[src/rtl/game_engine_if.sv]
// rtl/game_engine_if.sv - frame controls in, object positions and game status out
interface game_engine_if;
  logic        frame_tick;
  logic        start;
  logic        btn_up;
  logic        btn_down;
  logic [9:0]  plane_y;
  logic [9:0]  mountain1_x;
  logic [9:0]  mountain1_y;
  logic [9:0]  mountain2_x;
  logic [9:0]  mountain2_y;
  logic [9:0]  lava_x;
  logic [9:0]  lava_y;
  logic [9:0]  life;
  logic        game_over;
  logic [15:0] score;

  // Bench / timing-generator side: drives controls, observes game state
  modport master (
    output frame_tick, start, btn_up, btn_down,
    input  plane_y, mountain1_x, mountain1_y, mountain2_x, mountain2_y,
    input  lava_x, lava_y, life, game_over, score
  );

  // Engine side
  modport slave (
    input  frame_tick, start, btn_up, btn_down,
    output plane_y, mountain1_x, mountain1_y, mountain2_x, mountain2_y,
    output lava_x, lava_y, life, game_over, score
  );
endinterface

[src/rtl/game_engine.sv]
// rtl/game_engine.sv - per-frame game-state sequencer (move, collide, lives, game over)
module game_engine #(
  parameter int PLANE_X     = 100,
  parameter int SCREEN_W    = 640,
  parameter int SCREEN_H    = 480,
  parameter int PLANE_STEP  = 4,
  parameter int SCROLL_STEP = 2,
  parameter int LAVA_STEP   = 3,
  parameter int HIT_FRAMES  = 60
) (
  input logic          clk,
  input logic          resetn,
  game_engine_if.slave bus
);

  localparam int CW = $clog2(HIT_FRAMES + 1);

  // Object extents: plane and lava are 17 px squares, mountains 31 px wide
  localparam logic [10:0] OBJ_EXT = 11'd16;
  localparam logic [10:0] MTN_EXT = 11'd30;

  localparam logic [9:0]  PLANE_Y_INIT = 10'd232;
  localparam logic [9:0]  M1_X_INIT    = 10'd640;
  localparam logic [9:0]  M1_Y_INIT    = 10'd380;
  localparam logic [9:0]  M2_X_INIT    = 10'd960;
  localparam logic [9:0]  M2_Y_INIT    = 10'd340;
  localparam logic [9:0]  LAVA_X_INIT  = 10'd400;
  localparam logic [9:0]  LAVA_Y_INIT  = 10'd0;
  localparam logic [9:0]  LIFE_INIT    = 10'd3;
  localparam logic [15:0] LFSR_INIT    = 16'hACE1;
  localparam logic [9:0]  MTN_Y_BASE   = 10'd300;
  localparam logic [9:0]  LAVA_X_BASE  = 10'd200;

  localparam logic [10:0] PX        = 11'(PLANE_X);
  localparam logic [10:0] PLANE_MAX = 11'(SCREEN_H - 17);
  localparam logic [10:0] P_STEP    = 11'(PLANE_STEP);
  localparam logic [9:0]  S_STEP    = 10'(SCROLL_STEP);
  localparam logic [10:0] L_STEP    = 11'(LAVA_STEP);
  localparam logic [10:0] SCR_H     = 11'(SCREEN_H);
  localparam logic [9:0]  SCR_W     = 10'(SCREEN_W);

  typedef enum logic [1:0] {S_IDLE, S_PLAY, S_HIT, S_OVER} state_t;
  typedef enum logic [1:0] {PH_WAIT, PH_MOVE, PH_CHECK, PH_COMMIT} phase_t;

  state_t        state_q, state_d;
  phase_t        phase_q, phase_d;
  logic [15:0]   lfsr_q, lfsr_d;
  logic [9:0]    plane_y_q, plane_y_d;
  logic [9:0]    m1_x_q, m1_x_d, m1_y_q, m1_y_d;
  logic [9:0]    m2_x_q, m2_x_d, m2_y_q, m2_y_d;
  logic [9:0]    lava_x_q, lava_x_d, lava_y_q, lava_y_d;
  logic [9:0]    life_q, life_d;
  logic          game_over_q, game_over_d;
  logic [15:0]   score_q, score_d;
  logic          hit_q, hit_d;
  logic [CW-1:0] cool_q, cool_d;

  logic [10:0] py;
  logic [10:0] plane_dn_sum;
  logic [10:0] lava_sum;
  logic        lfsr_fb;
  logic        overlap;

  // Inclusive box overlap between the plane and a mountain reaching the screen bottom
  function automatic logic mtn_overlap(input logic [10:0] pyv, input logic [9:0] mx,
                                       input logic [9:0] my);
    logic [10:0] x;
    logic [10:0] y;
    x = {1'b0, mx};
    y = {1'b0, my};
    return (PX <= x + MTN_EXT) && (x <= PX + OBJ_EXT) && (pyv + OBJ_EXT >= y);
  endfunction

  // Inclusive box overlap between the plane and the lava block
  function automatic logic lava_overlap(input logic [10:0] pyv, input logic [9:0] lx,
                                        input logic [9:0] ly);
    logic [10:0] x;
    logic [10:0] y;
    x = {1'b0, lx};
    y = {1'b0, ly};
    return (PX <= x + OBJ_EXT) && (x <= PX + OBJ_EXT) &&
           (pyv <= y + OBJ_EXT) && (y <= pyv + OBJ_EXT);
  endfunction

  assign py           = {1'b0, plane_y_q};
  assign plane_dn_sum = py + P_STEP;
  assign lava_sum     = {1'b0, lava_y_q} + L_STEP;
  assign lfsr_fb      = lfsr_q[15] ^ lfsr_q[13] ^ lfsr_q[12] ^ lfsr_q[10];
  assign overlap      = mtn_overlap(py, m1_x_q, m1_y_q) ||
                        mtn_overlap(py, m2_x_q, m2_y_q) ||
                        lava_overlap(py, lava_x_q, lava_y_q);

  // Next-state logic: start handling, frame phases and play/hit/over transitions
  always_comb begin
    state_d     = state_q;
    phase_d     = phase_q;
    lfsr_d      = {lfsr_q[14:0], lfsr_fb};
    plane_y_d   = plane_y_q;
    m1_x_d      = m1_x_q;
    m1_y_d      = m1_y_q;
    m2_x_d      = m2_x_q;
    m2_y_d      = m2_y_q;
    lava_x_d    = lava_x_q;
    lava_y_d    = lava_y_q;
    life_d      = life_q;
    game_over_d = game_over_q;
    score_d     = score_q;
    hit_d       = hit_q;
    cool_d      = cool_q;

    if ((state_q == S_IDLE || state_q == S_OVER) && bus.start) begin
      // Fresh game: every visible object back to its starting place
      state_d     = S_PLAY;
      phase_d     = PH_WAIT;
      plane_y_d   = PLANE_Y_INIT;
      m1_x_d      = M1_X_INIT;
      m1_y_d      = M1_Y_INIT;
      m2_x_d      = M2_X_INIT;
      m2_y_d      = M2_Y_INIT;
      lava_x_d    = LAVA_X_INIT;
      lava_y_d    = LAVA_Y_INIT;
      life_d      = LIFE_INIT;
      game_over_d = 1'b0;
      score_d     = 16'd0;
      hit_d       = 1'b0;
      cool_d      = '0;
    end else if (state_q == S_PLAY || state_q == S_HIT) begin
      case (phase_q)
        PH_WAIT: begin
          if (bus.frame_tick) phase_d = PH_MOVE;
        end
        PH_MOVE: begin
          if (bus.btn_up && !bus.btn_down) begin
            plane_y_d = (py < P_STEP) ? 10'd0 : plane_y_q - P_STEP[9:0];
          end else if (bus.btn_down && !bus.btn_up) begin
            plane_y_d = (plane_dn_sum > PLANE_MAX) ? PLANE_MAX[9:0] : plane_dn_sum[9:0];
          end
          if (m1_x_q < S_STEP) begin
            m1_x_d = SCR_W;
            m1_y_d = MTN_Y_BASE + {3'b000, lfsr_q[6:0]};
          end else begin
            m1_x_d = m1_x_q - S_STEP;
          end
          if (m2_x_q < S_STEP) begin
            m2_x_d = SCR_W;
            m2_y_d = MTN_Y_BASE + {3'b000, lfsr_q[14:8]};
          end else begin
            m2_x_d = m2_x_q - S_STEP;
          end
          if (lava_sum >= SCR_H) begin
            lava_y_d = 10'd0;
            lava_x_d = LAVA_X_BASE + {2'b00, lfsr_q[7:0]};
          end else begin
            lava_y_d = lava_sum[9:0];
          end
          phase_d = PH_CHECK;
        end
        PH_CHECK: begin
          hit_d   = overlap;
          phase_d = PH_COMMIT;
        end
        PH_COMMIT: begin
          if (score_q != 16'hFFFF) score_d = score_q + 16'd1;
          if (state_q == S_PLAY) begin
            if (hit_q) begin
              life_d = life_q - 10'd1;
              if (life_q == 10'd1) begin
                state_d     = S_OVER;
                game_over_d = 1'b1;
              end else begin
                state_d = S_HIT;
                cool_d  = CW'(HIT_FRAMES);
              end
            end
          end else begin
            // Cooldown: collisions ignored, including on the frame it expires
            cool_d = cool_q - CW'(1);
            if (cool_q == CW'(1)) state_d = S_PLAY;
          end
          phase_d = PH_WAIT;
        end
        default: phase_d = PH_WAIT;
      endcase
    end else begin
      phase_d = PH_WAIT;
    end
  end

  // State register with asynchronous return to power-on values
  always_ff @(posedge clk or negedge resetn) begin
    if (!resetn) begin
      state_q     <= S_IDLE;
      phase_q     <= PH_WAIT;
      lfsr_q      <= LFSR_INIT;
      plane_y_q   <= PLANE_Y_INIT;
      m1_x_q      <= M1_X_INIT;
      m1_y_q      <= M1_Y_INIT;
      m2_x_q      <= M2_X_INIT;
      m2_y_q      <= M2_Y_INIT;
      lava_x_q    <= LAVA_X_INIT;
      lava_y_q    <= LAVA_Y_INIT;
      life_q      <= LIFE_INIT;
      game_over_q <= 1'b0;
      score_q     <= 16'd0;
      hit_q       <= 1'b0;
      cool_q      <= '0;
    end else begin
      state_q     <= state_d;
      phase_q     <= phase_d;
      lfsr_q      <= lfsr_d;
      plane_y_q   <= plane_y_d;
      m1_x_q      <= m1_x_d;
      m1_y_q      <= m1_y_d;
      m2_x_q      <= m2_x_d;
      m2_y_q      <= m2_y_d;
      lava_x_q    <= lava_x_d;
      lava_y_q    <= lava_y_d;
      life_q      <= life_d;
      game_over_q <= game_over_d;
      score_q     <= score_d;
      hit_q       <= hit_d;
      cool_q      <= cool_d;
    end
  end

  assign bus.plane_y     = plane_y_q;
  assign bus.mountain1_x = m1_x_q;
  assign bus.mountain1_y = m1_y_q;
  assign bus.mountain2_x = m2_x_q;
  assign bus.mountain2_y = m2_y_q;
  assign bus.lava_x      = lava_x_q;
  assign bus.lava_y      = lava_y_q;
  assign bus.life        = life_q;
  assign bus.game_over   = game_over_q;
  assign bus.score       = score_q;

endmodule

[src/flat_wrapper.sv]
// flat-port wrapper written by rule: the top's interface ports become plain ports
module game_engine_flat 
#(
  parameter int PLANE_X     = 100,
  parameter int SCREEN_W    = 640,
  parameter int SCREEN_H    = 480,
  parameter int PLANE_STEP  = 4,
  parameter int SCROLL_STEP = 2,
  parameter int LAVA_STEP   = 3,
  parameter int HIT_FRAMES  = 60
)
  (clk, resetn, bus_frame_tick, bus_start, bus_btn_up, bus_btn_down, bus_plane_y, bus_mountain1_x, bus_mountain1_y, bus_mountain2_x, bus_mountain2_y, bus_lava_x, bus_lava_y, bus_life, bus_game_over, bus_score);
  game_engine_if bus_i ();
  input logic clk;
  input logic resetn;
  input wire logic [$bits(bus_i.frame_tick)-1:0] bus_frame_tick;
  input wire logic [$bits(bus_i.start)-1:0] bus_start;
  input wire logic [$bits(bus_i.btn_up)-1:0] bus_btn_up;
  input wire logic [$bits(bus_i.btn_down)-1:0] bus_btn_down;
  output wire logic [$bits(bus_i.plane_y)-1:0] bus_plane_y;
  output wire logic [$bits(bus_i.mountain1_x)-1:0] bus_mountain1_x;
  output wire logic [$bits(bus_i.mountain1_y)-1:0] bus_mountain1_y;
  output wire logic [$bits(bus_i.mountain2_x)-1:0] bus_mountain2_x;
  output wire logic [$bits(bus_i.mountain2_y)-1:0] bus_mountain2_y;
  output wire logic [$bits(bus_i.lava_x)-1:0] bus_lava_x;
  output wire logic [$bits(bus_i.lava_y)-1:0] bus_lava_y;
  output wire logic [$bits(bus_i.life)-1:0] bus_life;
  output wire logic [$bits(bus_i.game_over)-1:0] bus_game_over;
  output wire logic [$bits(bus_i.score)-1:0] bus_score;
  assign bus_i.frame_tick = bus_frame_tick;
  assign bus_i.start = bus_start;
  assign bus_i.btn_up = bus_btn_up;
  assign bus_i.btn_down = bus_btn_down;
  assign bus_plane_y = bus_i.plane_y;
  assign bus_mountain1_x = bus_i.mountain1_x;
  assign bus_mountain1_y = bus_i.mountain1_y;
  assign bus_mountain2_x = bus_i.mountain2_x;
  assign bus_mountain2_y = bus_i.mountain2_y;
  assign bus_lava_x = bus_i.lava_x;
  assign bus_lava_y = bus_i.lava_y;
  assign bus_life = bus_i.life;
  assign bus_game_over = bus_i.game_over;
  assign bus_score = bus_i.score;
  game_engine #(.PLANE_X(PLANE_X), .SCREEN_W(SCREEN_W), .SCREEN_H(SCREEN_H), .PLANE_STEP(PLANE_STEP), .SCROLL_STEP(SCROLL_STEP), .LAVA_STEP(LAVA_STEP), .HIT_FRAMES(HIT_FRAMES)) u_core (.clk(clk), .resetn(resetn), .bus(bus_i));
endmodule
[config.mk]
export PLATFORM = sky130hd
export DESIGN_NAME = game_engine_flat
export DESIGN_NICKNAME = d
export VERILOG_FILES = /design/src/rtl/game_engine_if.sv /design/src/rtl/game_engine.sv /design/src/flat_wrapper.sv
export SDC_FILE = /design/constraint.sdc
export NUM_CORES = 1
export LEC_CHECK = 0
export ABC_CLOCK_PERIOD_IN_PS = 2400
export BUFFER_PORTS_ARGS = -buffer_cell sky130_fd_sc_hd__clkbuf_2
export CAP_MARGIN = 20
export CORE_ASPECT_RATIO = 1.4
export CORE_MARGIN = 2
export CORE_UTILIZATION = 35
export CTS_CLUSTER_SIZE = 20
export DETAILED_ROUTE_END_ITERATION = 8
export PLACE_DENSITY = 0.56
export SYNTH_ARGS = -nofsm -noshare
export SYNTH_HDL_FRONTEND = slang
export SYNTH_SLANG_ARGS = --single-unit
[constraint.sdc]
create_clock -name clk -period 2.4 [get_ports clk]
set_input_delay 0.24 -clock clk [delete_from_list [all_inputs] [get_ports clk]]
set_output_delay 0.24 -clock clk [all_outputs]
set_load 0.01 [all_outputs]
==> metrics.log, run 1 <==
INFO  metric run_status = complete, no violations
INFO  metric clkSinkCount = 116
INFO  metric timing.setup.critical_path_class = flip-flop to flip-flop
INFO  metric synth.top_cells.by_area = dfrtp_1 (28%), dfstp_2 (11%), ha_1 (11%)
INFO  metric synth_area_per_cell = 8.92 um^2
INFO  metric gp_congestion = 0.857
INFO  metric floorplan.initialDensity = 0.355
INFO  metric timing.critical_path.required = 2.69 ns
INFO  metric fin_ws = 0.0564 ns
INFO  metric leakagePower = 4.49 nW
INFO  metric drt_wl_total = 21.0 mm
INFO  metric dp_slack = -0.0481 ns
INFO  metric num_antenna_cells = 0
INFO  metric cts_htree_levels = 4
INFO  metric dieHeight = 177 um
INFO  metric core_area = 21100 um^2
INFO  metric r2r-start = u_core.bus.plane_y[5]
INFO  metric timing.critical_path.to_type = flip-flop
INFO  metric drt_pre_antenna_iters = 4
INFO  metric setup-violations-final = 0
INFO  metric power = 9.80 mW
INFO  metric seq_area_frac_synth = 0.393
INFO  metric finalCritPeriodShare = 0.976
INFO  metric timing.critical_path.arrival = 2.63 ns
INFO  metric critPathMaxFanout = 6
INFO  metric whs_path_depth = 4
INFO  metric antenna_found_initial = 0
INFO  metric rr_worst_depth = 9
INFO  metric die-area = 22600 um^2
INFO  metric nNetsFinal = 1073
INFO  metric detailedPlacementHpwl = 16.1 mm
INFO  metric hold_path_end = u_core.phase_q[1]
INFO  metric tritoncts_clock_tree = yes
INFO  metric avgViaCountPerCell = 5.19
INFO  metric fin_skew = 0.00783 ns
INFO  metric wire_per_inst = 16.5 um
INFO  metric synth_cell_types = 70
INFO  metric postSynthRegisterBits = 116
INFO  metric clock_tree.root_cell = clkbuf_16
INFO  metric cts.clk_slew.worst_paths = 0.06 ns
INFO  metric max-slew-margin-rel = 0.565
INFO  metric synth_enable_flop_cells = 0
INFO  metric seq_area = 2940 um^2
INFO  metric synth_warnings = 0
INFO  metric grt.total_usage = 0.192
INFO  metric io_pins = 103
INFO  metric max_slew.worst_pin.slew = 0.653 ns
INFO  metric layout.filler_cells = 2062
INFO  metric dominantRegCellSynth = dfrtp_1
INFO  metric remaining_drc_errors = 0
INFO  metric netlist.top_cell.by_area = dfrtp_1
INFO  metric vdd_drop_max = 0.000572 V
INFO  metric grt_pass1_vias = 6588
INFO  metric syn_area = 7490 um^2
INFO  metric number_of_drc_markers_after_the_initial_detailed_route_iteration = 309
INFO  metric setup_repair_after_global_routing_missed_its_margin = yes
INFO  metric grt_start_max_net_pins = 45
INFO  metric multiInputGateArea = 4200 um^2
INFO  metric insertion_delay = 0.42 ns
INFO  metric place.port_buffers = 95
INFO  metric most_common_library_cell_in_the_layout_ignoring_fill_and_taps = clkbuf_2
INFO  metric fp.dieW = 128 um
INFO  metric setup-tns-final = 0 ns
INFO  metric hp-class = input port to flip-flop
INFO  metric postSynthCellCount = 840
INFO  metric core.rowCount = 63
INFO  metric slew_violations = 0
INFO  metric commonest_cells_after_routing_fill_and_taps_aside = clkbuf_2 (94), dfrtp_1 (84), buf_4 (82)
INFO  metric fraction_of_registers_with_async_set_or_reset_after_synthesis = 1.00
INFO  metric grt_first_pass_wirelength = 34.1 mm
INFO  metric timing.critical_path.from_type = flip-flop
INFO  metric grt_overflow_total = 0
INFO  metric clock_tree.buffer_depth = 2
INFO  metric clock_buffers_created_by_tritoncts = 17
INFO  metric rrSetupSlack = 0.06 ns
INFO  metric detail-route-antenna-nets = 0
INFO  metric yosys.area.top_type_share = 0.284
INFO  metric min_period = 2.34 ns
INFO  metric critical_path.reg2reg.endpoint = u_core.hit_q
INFO  metric hold_violations = 0
INFO  metric max_cap_viol_count = 0
INFO  metric startpoint_of_the_lowest_slack_hold_path = bus_frame_tick
INFO  metric power.density = 1030 nW/um^2
INFO  metric share_of_cells_above_drive_strength_1 = 0.268
INFO  metric layout-area-overhead-vs-synth = 26.5%
INFO  metric route.vias.total = 6627
INFO  metric fmax = 0.427 GHz
routing by layer:
layer | GRT usage | routed length, um | vias to the layer above
met2 | 0.335 | 10500 | 151
met5 | 0 | 0 | -
met1 | 0.221 | 8850 | 3146
li1 | - | - | 3291
met4 | 0.0879 | 721 | 0
met3 | 0.0478 | 947 | 39
cell usage after synthesis (4+ instances only):
library cell,count
nor2b_1,13
buf_2,13
nor4_1,5
and2_1,4
o22a_1,5
a211oi_1,5
and3_1,7
or2_2,4
xnor2_1,26
nand3_1,37
o22ai_1,7
o31ai_1,12
xor2_1,26
o211ai_1,8
nor3_1,21
dfrtp_1,85
dfstp_2,31
a21o_1,5
a31oi_1,11
inv_1,65
nor2_1,78
clkbuf_1,19
buf_4,8
a211o_1,4
o21ai_0,64
nor3b_1,5
o21a_1,4
mux2_2,4
ha_1,64
a21oi_1,37
nand2b_1,14
nand4b_1,4
mux2i_1,9
and4_1,4
nand4_1,12
nand2_1,69
registers in the layout, summed over array words and instances, names as in the netlist:
signal,flops
u_core.bus.score,16
u_core.lfsr_q,16
u_core.bus.lava_y,10
u_core.bus.life,10
u_core.bus.lava_x,9
u_core.bus.mountain1_x,9
u_core.bus.mountain2_x,9
u_core.bus.plane_y,9
u_core.bus.mountain1_y,8
u_core.bus.mountain2_y,8
u_core.cool_q,6
u_core.phase_q,2
u_core.state_q,2
u_core.bus.game_over,1
u_core.hit_q,1
repair_timing:
action / 4_1_cts / 5_1_grt
resized for setup: 4 / 9
hold endpoints to repair: 36 / 0
endpoints found under the setup margin: 1 / 11
pin swaps: 0 / 2
setup buffers: 0 / 5
hold buffers: 1 / 0
worst max-delay path: stages, from the launching register on:
cell	delay, ns
dfstp_2	0.60
inv_1	0.06
ha_1	0.36
ha_4	0.23
a211o_1	0.28
a31oi_1	0.12
o21ai_0	0.11
a22oi_1	0.19
o32a_1	0.19
a31oi_1	0.08
final cells by class:
class                           count  area share
Multi-Input combinational cell    622       0.443
Sequential cell                   116       0.310
Timing Repair Buffer              181       0.124
Clock buffer                       17      0.0449
Tap cell                          260      0.0343
Inverter                           65      0.0257
Clock inverter                     15      0.0179
cells by family (layout without fill, tap and decap cells):
group | Yosys count | in the layout | share of synthesized area
buffers and inverters | 107 | 278 | 0.0598
AO/OA/AOI/OAI | 195 | 195 | 0.168
XOR/XNOR | 52 | 52 | 0.0608
AND/OR/NAND/NOR | 291 | 291 | 0.193
flip-flops | 116 | 116 | 0.393
other | 2 | 7 | 0.00100
adder cells (fa/ha/maj) | 64 | 64 | 0.107
multiplexers | 13 | 13 | 0.0180
power by group:
part | total, mW | leakage (nW) | switching (mW) | internal [mW]
clock network | 2.61 | 0.281 | 1.05 | 1.56
logic | 4.42 | 2.74 | 2.52 | 1.89
registers | 2.78 | 1.46 | 0.420 | 2.36
total | 9.80 | 4.49 | 3.99 | 5.80
worst max path at each step:
stage / start / end / slack [ns] / depth (start not counted)
5_1_grt: u_core.bus.plane_y[6] / u_core.hit_q / -0.03 / 10
2_1_floorplan: u_core.bus.plane_y[6] / u_core.hit_q / 0.003 / 11
4_1_cts: u_core.bus.plane_y[7] / u_core.hit_q / 0.02 / 10
6_report: u_core.bus.plane_y[5] / u_core.hit_q / 0.06 / 9
3_3_place_gp: u_core.bus.plane_y[5] / u_core.hit_q / 0.003 / 10
3_5_place_dp: u_core.bus.plane_y[5] / u_core.hit_q / -0.05 / 10
stage by stage:
stage | hold WS (ns) | instance area, um^2 | utilization | std cells
4_1_cts | 0.224 | 9400 | 0.445 | 1271
2_1_floorplan | -0.0556 | 7530 | - | 845
3_3_place_gp | 0.322 | 8780 | 0.415 | 1238
5_1_grt | 0.256 | 9480 | 0.449 | 1276
3_5_place_dp | 0.321 | 8780 | 0.415 | 1238
6_report | 0.223 | 9480 | 0.449 | 1276
Note: power is estimated with default switching activity, not from simulation.
==> run 2, diff against run 1 <==
--- a/config.mk
+++ b/config.mk
@@ -11,8 +11,10 @@
 export CORE_ASPECT_RATIO = 1.4
 export CORE_MARGIN = 2
 export CORE_UTILIZATION = 35
+export CTS_BUF_LIST = sky130_fd_sc_hd__clkbuf_4
 export CTS_CLUSTER_SIZE = 20
 export DETAILED_ROUTE_END_ITERATION = 8
+export MAX_ROUTING_LAYER = met4
 export PLACE_DENSITY = 0.56
 export SYNTH_ARGS = -nofsm -noshare
 export SYNTH_HDL_FRONTEND = slang
==> run 2 against run 1 <==
Register-to-register slack barely moved. Final cell count barely moved. Count of clock-buffer cells in the layout did not move. Combinational power barely moved. Via count rose by 0.38%. Non-clock buffer count did not move. Setup slack got worse by 0.013 ns. Routed wire length fell by 0.56%. Largest power group unchanged.
==> metrics.log, run 2 (synthesis results as in run 1) <==
INFO  metric postLayoutCoreUtil = 0.435
INFO  metric core_area = 21100 um^2
INFO  metric cts_htree_levels = 4
INFO  metric timing.critical_path.required = 2.81 ns
INFO  metric timing.hold.ws = 0.0949 ns
INFO  metric timing.setup.critical_path_class = flip-flop to flip-flop
INFO  metric timing.critical_path.from_type = flip-flop
INFO  metric nNetsFinal = 1073
INFO  metric drt_wl_total = 20.9 mm
INFO  metric setup-tns-final = 0 ns
INFO  metric hold_violations = 0
INFO  metric rr_worst_depth = 9
INFO  metric fmax = 0.424 GHz
INFO  metric whs_path_depth = 4
INFO  metric cell_with_the_biggest_individual_delay_on_the_critical_path = dfstp_2
INFO  metric placed_cells_incl_taps = 1238
INFO  metric hold_path_end = u_core.phase_q[1]
INFO  metric grt_start_max_net_pins = 45
INFO  metric grt_overflow_total = 0
INFO  metric remaining_drc_errors = 0
INFO  metric timing.critical_path.arrival = 2.77 ns
INFO  metric multiInputGateArea = 4210 um^2
INFO  metric clock_buffers_created_by_tritoncts = 17
INFO  metric hp-class = input port to flip-flop
INFO  metric cp_common_cell = a31oi_1
INFO  metric critical_path_cell_by_cell = inv_1, ha_1, ha_4, a211o_1, a31oi_1, o21ai_0, a22oi_1, o32a_1, a31oi_1
INFO  metric place.port_buffers = 95
INFO  metric grt_first_pass_wirelength = 33.9 mm
INFO  metric commonest_cells_after_routing_fill_and_taps_aside = clkbuf_2 (94), dfrtp_1 (83), buf_4 (82)
INFO  metric dieHeight = 177 um
INFO  metric share_of_cells_above_drive_strength_1 = 0.270
INFO  metric avgViaCountPerCell = 5.21
INFO  metric most_common_library_cell_in_the_layout_ignoring_fill_and_taps = clkbuf_2
INFO  metric die-area = 22600 um^2
INFO  metric layout-area-overhead-vs-synth = 22.7%
INFO  metric floorplan.initialDensity = 0.355
INFO  metric clock_tree.buffer_depth = 2
INFO  metric vdd_drop_max = 0.000404 V
INFO  metric fp.dieW = 128 um
INFO  metric setup-violations-final = 0
INFO  metric grt.total_usage = 0.196
INFO  metric critPathMaxFanout = 6
INFO  metric clkSinkCount = 116
INFO  metric seq_area = 2940 um^2
INFO  metric leakagePower = 4.36 nW
INFO  metric layout.filler_cells = 2097
INFO  metric cts.clk_slew.worst_paths = 0.13 ns
INFO  metric startpoint_of_the_lowest_slack_hold_path = bus_frame_tick
INFO  metric run_status = complete, no violations
INFO  metric r2r-start = u_core.bus.plane_y[5]
INFO  metric setup_repair_after_global_routing_missed_its_margin = yes
INFO  metric max_slew.worst_pin.slew = 0.658 ns
INFO  metric tritoncts_clock_tree = yes
INFO  metric wire_per_inst = 16.4 um
INFO  metric max-slew-margin-rel = 0.561
INFO  metric io_pins = 103
INFO  metric fin_skew = 0.0189 ns
INFO  metric clock_tree.root_cell = clkbuf_4
INFO  metric antenna_found_initial = 1
INFO  metric max_cap_viol_count = 0
INFO  metric timing.critical_path.to_type = flip-flop
INFO  metric slowest_delay = 0.62 ns
INFO  metric slew_violations = 0
INFO  metric instances_no_fill = 1277
INFO  metric core.rowCount = 63
INFO  metric drt_pre_antenna_iters = 5
INFO  metric power.density = 950 nW/um^2
INFO  metric insertion_delay = 0.54 ns
INFO  metric number_of_drc_markers_after_the_initial_detailed_route_iteration = 331
INFO  metric detail-route-antenna-nets = 0
INFO  metric detailedPlacementHpwl = 16.1 mm
INFO  metric critical_path.reg2reg.endpoint = u_core.hit_q
INFO  metric route.vias.total = 6652
INFO  metric min_period = 2.36 ns
INFO  metric grt_pass1_vias = 6570
INFO  metric rrSetupSlack = 0.04 ns
INFO  metric finalCritPeriodShare = 0.982
INFO  metric gp_congestion = 0.873
-- run 2: cell count changes in the layout (fill, tap and decap cells not counted) --
| cell | delta |
|---|---|
| diode_2 | +1 |
| o41ai_2 | +1 |
| clkbuf_4 | +17 |
| clkbuf_16 | -17 |
| dfrtp_2 | +1 |
| dfrtp_1 | -1 |
| o41ai_1 | -1 |
-- run 2: area by class of cell --
| type | instances | share of cell area |
|---|---|---|
| clock buffers | 17 | 0.0139 |
| diodes | 1 | 0.000272 |
| flip-flops and latches | 116 | 0.320 |
| clock inverters | 15 | 0.0185 |
| multi-input cells | 622 | 0.457 |
| inverters | 65 | 0.0265 |
| repair buffers | 181 | 0.128 |
| well taps | 260 | 0.0354 |
-- run 2: power breakdown --
part           leakage, nW  internal (mW)  total, mW  switching (mW)
Sequential            1.46           2.35       2.77           0.418
Combinational         2.75           1.89       4.42            2.53
Clock                0.150          0.645       1.55           0.900
Total                 4.36           4.89       8.74            3.85
-- run 2: routing by layer --
metal,GRT usage,wire [um],share of wire,vias to the layer above
met5,-,0,0,-
met4,0.0852,717,0.034,0
met3,0.0426,828,0.040,40
met2,0.334,10500,0.50,157
met1,0.220,8830,0.42,3164
li1,-,-,-,3291
-- run 2: timing repair --
item	in CTS	in global routing
endpoints found under the hold margin	36	0
resized for setup	4	11
setup buffers	0	5
endpoints found under the setup margin	1	13
hold buffers	1	0
pin swaps	0	2
-- run 2: worst max path at each step --
stage                           from            to  slack, ns  cells past startpoint
2_1_floorplan  u_core.bus.plane_y[6]  u_core.hit_q      0.003                     11
3_3_place_gp   u_core.bus.plane_y[5]  u_core.hit_q      0.003                     10
3_5_place_dp   u_core.bus.plane_y[5]  u_core.hit_q      -0.05                     10
4_1_cts        u_core.bus.plane_y[7]  u_core.hit_q      0.002                     10
5_1_grt        u_core.bus.plane_y[6]  u_core.hit_q      -0.05                     10
6_report       u_core.bus.plane_y[5]  u_core.hit_q       0.04                      9
-- run 2: worst max-delay path, delay by kind of cell (launching register included) --
kind,cells,cell delay (ns)
AO/OA/AOI/OAI,6,0.98
flip-flops,1,0.62
adder cells (fa/ha/maj),2,0.58
buffers and inverters,1,0.06
-- run 2: through the flow --
step	setup WS (ns)	area (um^2)	total power, mW
2_1_floorplan	0.00293	7530	5.39
3_3_place_gp	0.00262	8780	7.12
3_5_place_dp	-0.0481	8780	7.14
4_1_cts	0.00247	9100	8.76
5_1_grt	-0.0492	9200	9.45
6_report	0.0432	9200	8.74
==> run 3, diff against run 2 <==
--- a/config.mk
+++ b/config.mk
@@ -7,11 +7,9 @@
 export LEC_CHECK = 0
 export ABC_CLOCK_PERIOD_IN_PS = 2400
 export BUFFER_PORTS_ARGS = -buffer_cell sky130_fd_sc_hd__clkbuf_2
-export CAP_MARGIN = 20
 export CORE_ASPECT_RATIO = 1.4
 export CORE_MARGIN = 2
 export CORE_UTILIZATION = 35
-export CTS_BUF_LIST = sky130_fd_sc_hd__clkbuf_4
 export CTS_CLUSTER_SIZE = 20
 export DETAILED_ROUTE_END_ITERATION = 8
 export MAX_ROUTING_LAYER = met4
==> run 3 against run 2 <==
First-iteration DRC count down 3.9%. Core utilization up 1.4 points. Final cell count about the same. Final area up 3.1%. Sequential cell count unchanged. Sequential power about the same. Global-route usage up 0.20 points. Register-to-register slack better by 0.02 ns. Critical path depth unchanged. Non-clock buffer count unchanged. Routed wire length up 0.94%. Critical path type unchanged. Critical endpoint unchanged.
==> metrics.log, run 3 (synthesis results as in run 1) <==
INFO  metric run_status = complete, no violations
INFO  metric setup-tns-final = 0 ns
INFO  metric critPathMaxFanout = 6
INFO  metric leakagePower = 4.49 nW
INFO  metric clock_tree.root_cell = clkbuf_16
INFO  metric timing.critical_path.to_type = flip-flop
INFO  metric detailedPlacementHpwl = 16.1 mm
INFO  metric fp.dieW = 128 um
INFO  metric drt_wl_total = 21.1 mm
INFO  metric power.density = 1030 nW/um^2
INFO  metric remaining_drc_errors = 0
INFO  metric io_pins = 103
INFO  metric power.switching_fraction = 0.408
INFO  metric insertion_delay = 0.42 ns
INFO  metric layout-area-overhead-vs-synth = 26.5%
INFO  metric finalCritPeriodShare = 0.973
INFO  metric drt_pre_antenna_iters = 5
INFO  metric num_antenna_cells = 0
INFO  metric dieHeight = 177 um
INFO  metric vdd_drop_max = 0.000571 V
INFO  metric hp-class = input port to flip-flop
INFO  metric comb_power_share = 0.451
INFO  metric grt_overflow_total = 0
INFO  metric avgViaCountPerCell = 5.20
INFO  metric clock_buffers_created_by_tritoncts = 17
INFO  metric grt_pass1_vias = 6584
INFO  metric most_common_library_cell_in_the_layout_ignoring_fill_and_taps = clkbuf_2
INFO  metric setup-violations-final = 0
INFO  metric max-slew-margin-rel = 0.564
INFO  metric die-area = 22600 um^2
INFO  metric detail-route-antenna-nets = 0
INFO  metric fin_skew = 0.00865 ns
INFO  metric grt_start_max_net_pins = 45
INFO  metric part_of_the_power_in_registers = 0.283
INFO  metric cts.clk_slew.worst_paths = 0.06 ns
INFO  metric grt.total_usage = 0.198
INFO  metric timing.critical_path.required = 2.69 ns
INFO  metric netSwitchingPower = 4.00 mW
INFO  metric gp_congestion = 0.873
INFO  metric timing.critical_path.arrival = 2.63 ns
INFO  metric timing.hold.ws = 0.221 ns
INFO  metric core_area = 21100 um^2
INFO  metric grt_first_pass_wirelength = 34.1 mm
INFO  metric tritoncts_clock_tree = yes
INFO  metric max_cap_viol_count = 0
INFO  metric share_of_cells_above_drive_strength_1 = 0.268
INFO  metric timing.critical_path.from_type = flip-flop
INFO  metric layout.filler_cells = 2062
INFO  metric number_of_drc_markers_after_the_initial_detailed_route_iteration = 318
INFO  metric wire_per_inst = 16.5 um
INFO  metric commonest_cells_after_routing_fill_and_taps_aside = clkbuf_2 (94), dfrtp_1 (84), buf_4 (82)
INFO  metric core.rowCount = 63
INFO  metric clkSinkCount = 116
INFO  metric power_report.internal_total = 5.80 mW
INFO  metric antenna_found_initial = 0
INFO  metric fmax = 0.428 GHz
INFO  metric min_period = 2.34 ns
INFO  metric cts_htree_levels = 4
INFO  metric floorplan.initialDensity = 0.355
INFO  metric nNetsFinal = 1073
INFO  metric place.port_buffers = 95
INFO  metric power_share_of_the_clock_group = 0.266
INFO  metric hold_violations = 0
INFO  metric setup_repair_after_global_routing_missed_its_margin = yes
INFO  metric clock_tree.buffer_depth = 2
INFO  metric slew_violations = 0
INFO  metric timing.setup.critical_path_class = flip-flop to flip-flop
INFO  metric max_slew.worst_pin.slew = 0.653 ns
INFO  metric route.vias.total = 6641
## run 3: changes by cell type in the layout (fill, tap and decap cells not counted)
cell       change
o41ai_2        -1
dfrtp_2        -1
o41ai_1        +1
diode_2        -1
clkbuf_16     +17
dfrtp_1        +1
clkbuf_4      -17
## run 3: power groups by stage
stage	Clock [mW]	Sequential [mW]	Combinational, mW
floorplan	0	2.85	2.53
global placement	0	2.81	4.32
detailed placement	0	2.81	4.33
CTS	2.66	2.79	4.37
global route	2.74	2.83	4.95
finish	2.60	2.78	4.42
## run 3: layout make-up
cell class	instances	area, um^2	share of cell area
tap	260	325	0.0343
multi-input combinational	622	4200	0.443
timing repair buffer	181	1180	0.124
inverter	65	244	0.0257
clock inverter	15	170	0.0179
clock buffer	17	425	0.0449
sequential	116	2940	0.310
## run 3: metrics by stage
| step | std cells | cell area (um^2) | power [mW] | setup slack [ns] | utilization |
|---|---|---|---|---|---|
| after global placement | 1238 | 8780 | 7.12 | 0.00262 | 0.415 |
| after floorplan | 845 | 7530 | 5.39 | 0.00293 | - |
| after detailed placement | 1238 | 8780 | 7.14 | -0.0481 | 0.415 |
| after global routing | 1276 | 9480 | 10.5 | -0.0289 | 0.449 |
| after CTS | 1271 | 9400 | 9.82 | 0.0197 | 0.445 |
| final | 1276 | 9480 | 9.80 | 0.0645 | 0.449 |
## run 3: layer usage
metal	GRT usage	wire, um	vias up
met5	-	0	-
met4	0.0893	758	0
met3	0.0411	774	40
met2	0.335	10500	151
met1	0.224	9050	3168
li1	-	-	3282
## run 3: critical path: stages, from the launching register on
cell	delay, ns
dfstp_2	0.60
inv_1	0.06
ha_1	0.34
ha_4	0.24
a211o_1	0.28
a31oi_1	0.12
o21ai_0	0.11
a22oi_1	0.18
o32a_1	0.19
a31oi_1	0.08
## run 3: repair_timing
item	CTS	global route
hold endpoints to repair	36	0
resized for setup	4	9
buffers inserted	0	5
endpoints found under the setup margin	1	11
pin swaps	0	2
hold buffers	1	0
## run 3: final timing paths
| kind | start | depth (start not counted) | to | slack [ns] |
|---|---|---|---|---|
| worst max-delay path | u_core.bus.plane_y[5] | 9 | u_core.hit_q | 0.06 |
| worst min-delay path | bus_frame_tick | 4 | u_core.phase_q[1] | 0.22 |
| worst max register to register | u_core.bus.plane_y[5] | 9 | u_core.hit_q | 0.06 |
| worst min register to register | u_core.lfsr_q[8] | 0 | u_core.lfsr_q[9] | 0.38 |
| max in group asynchronous | resetn | 3 | u_core.lfsr_q[0] | 1.29 |
| min in group asynchronous | resetn | 2 | u_core.bus.mountain1_x[4] | 0.39 |
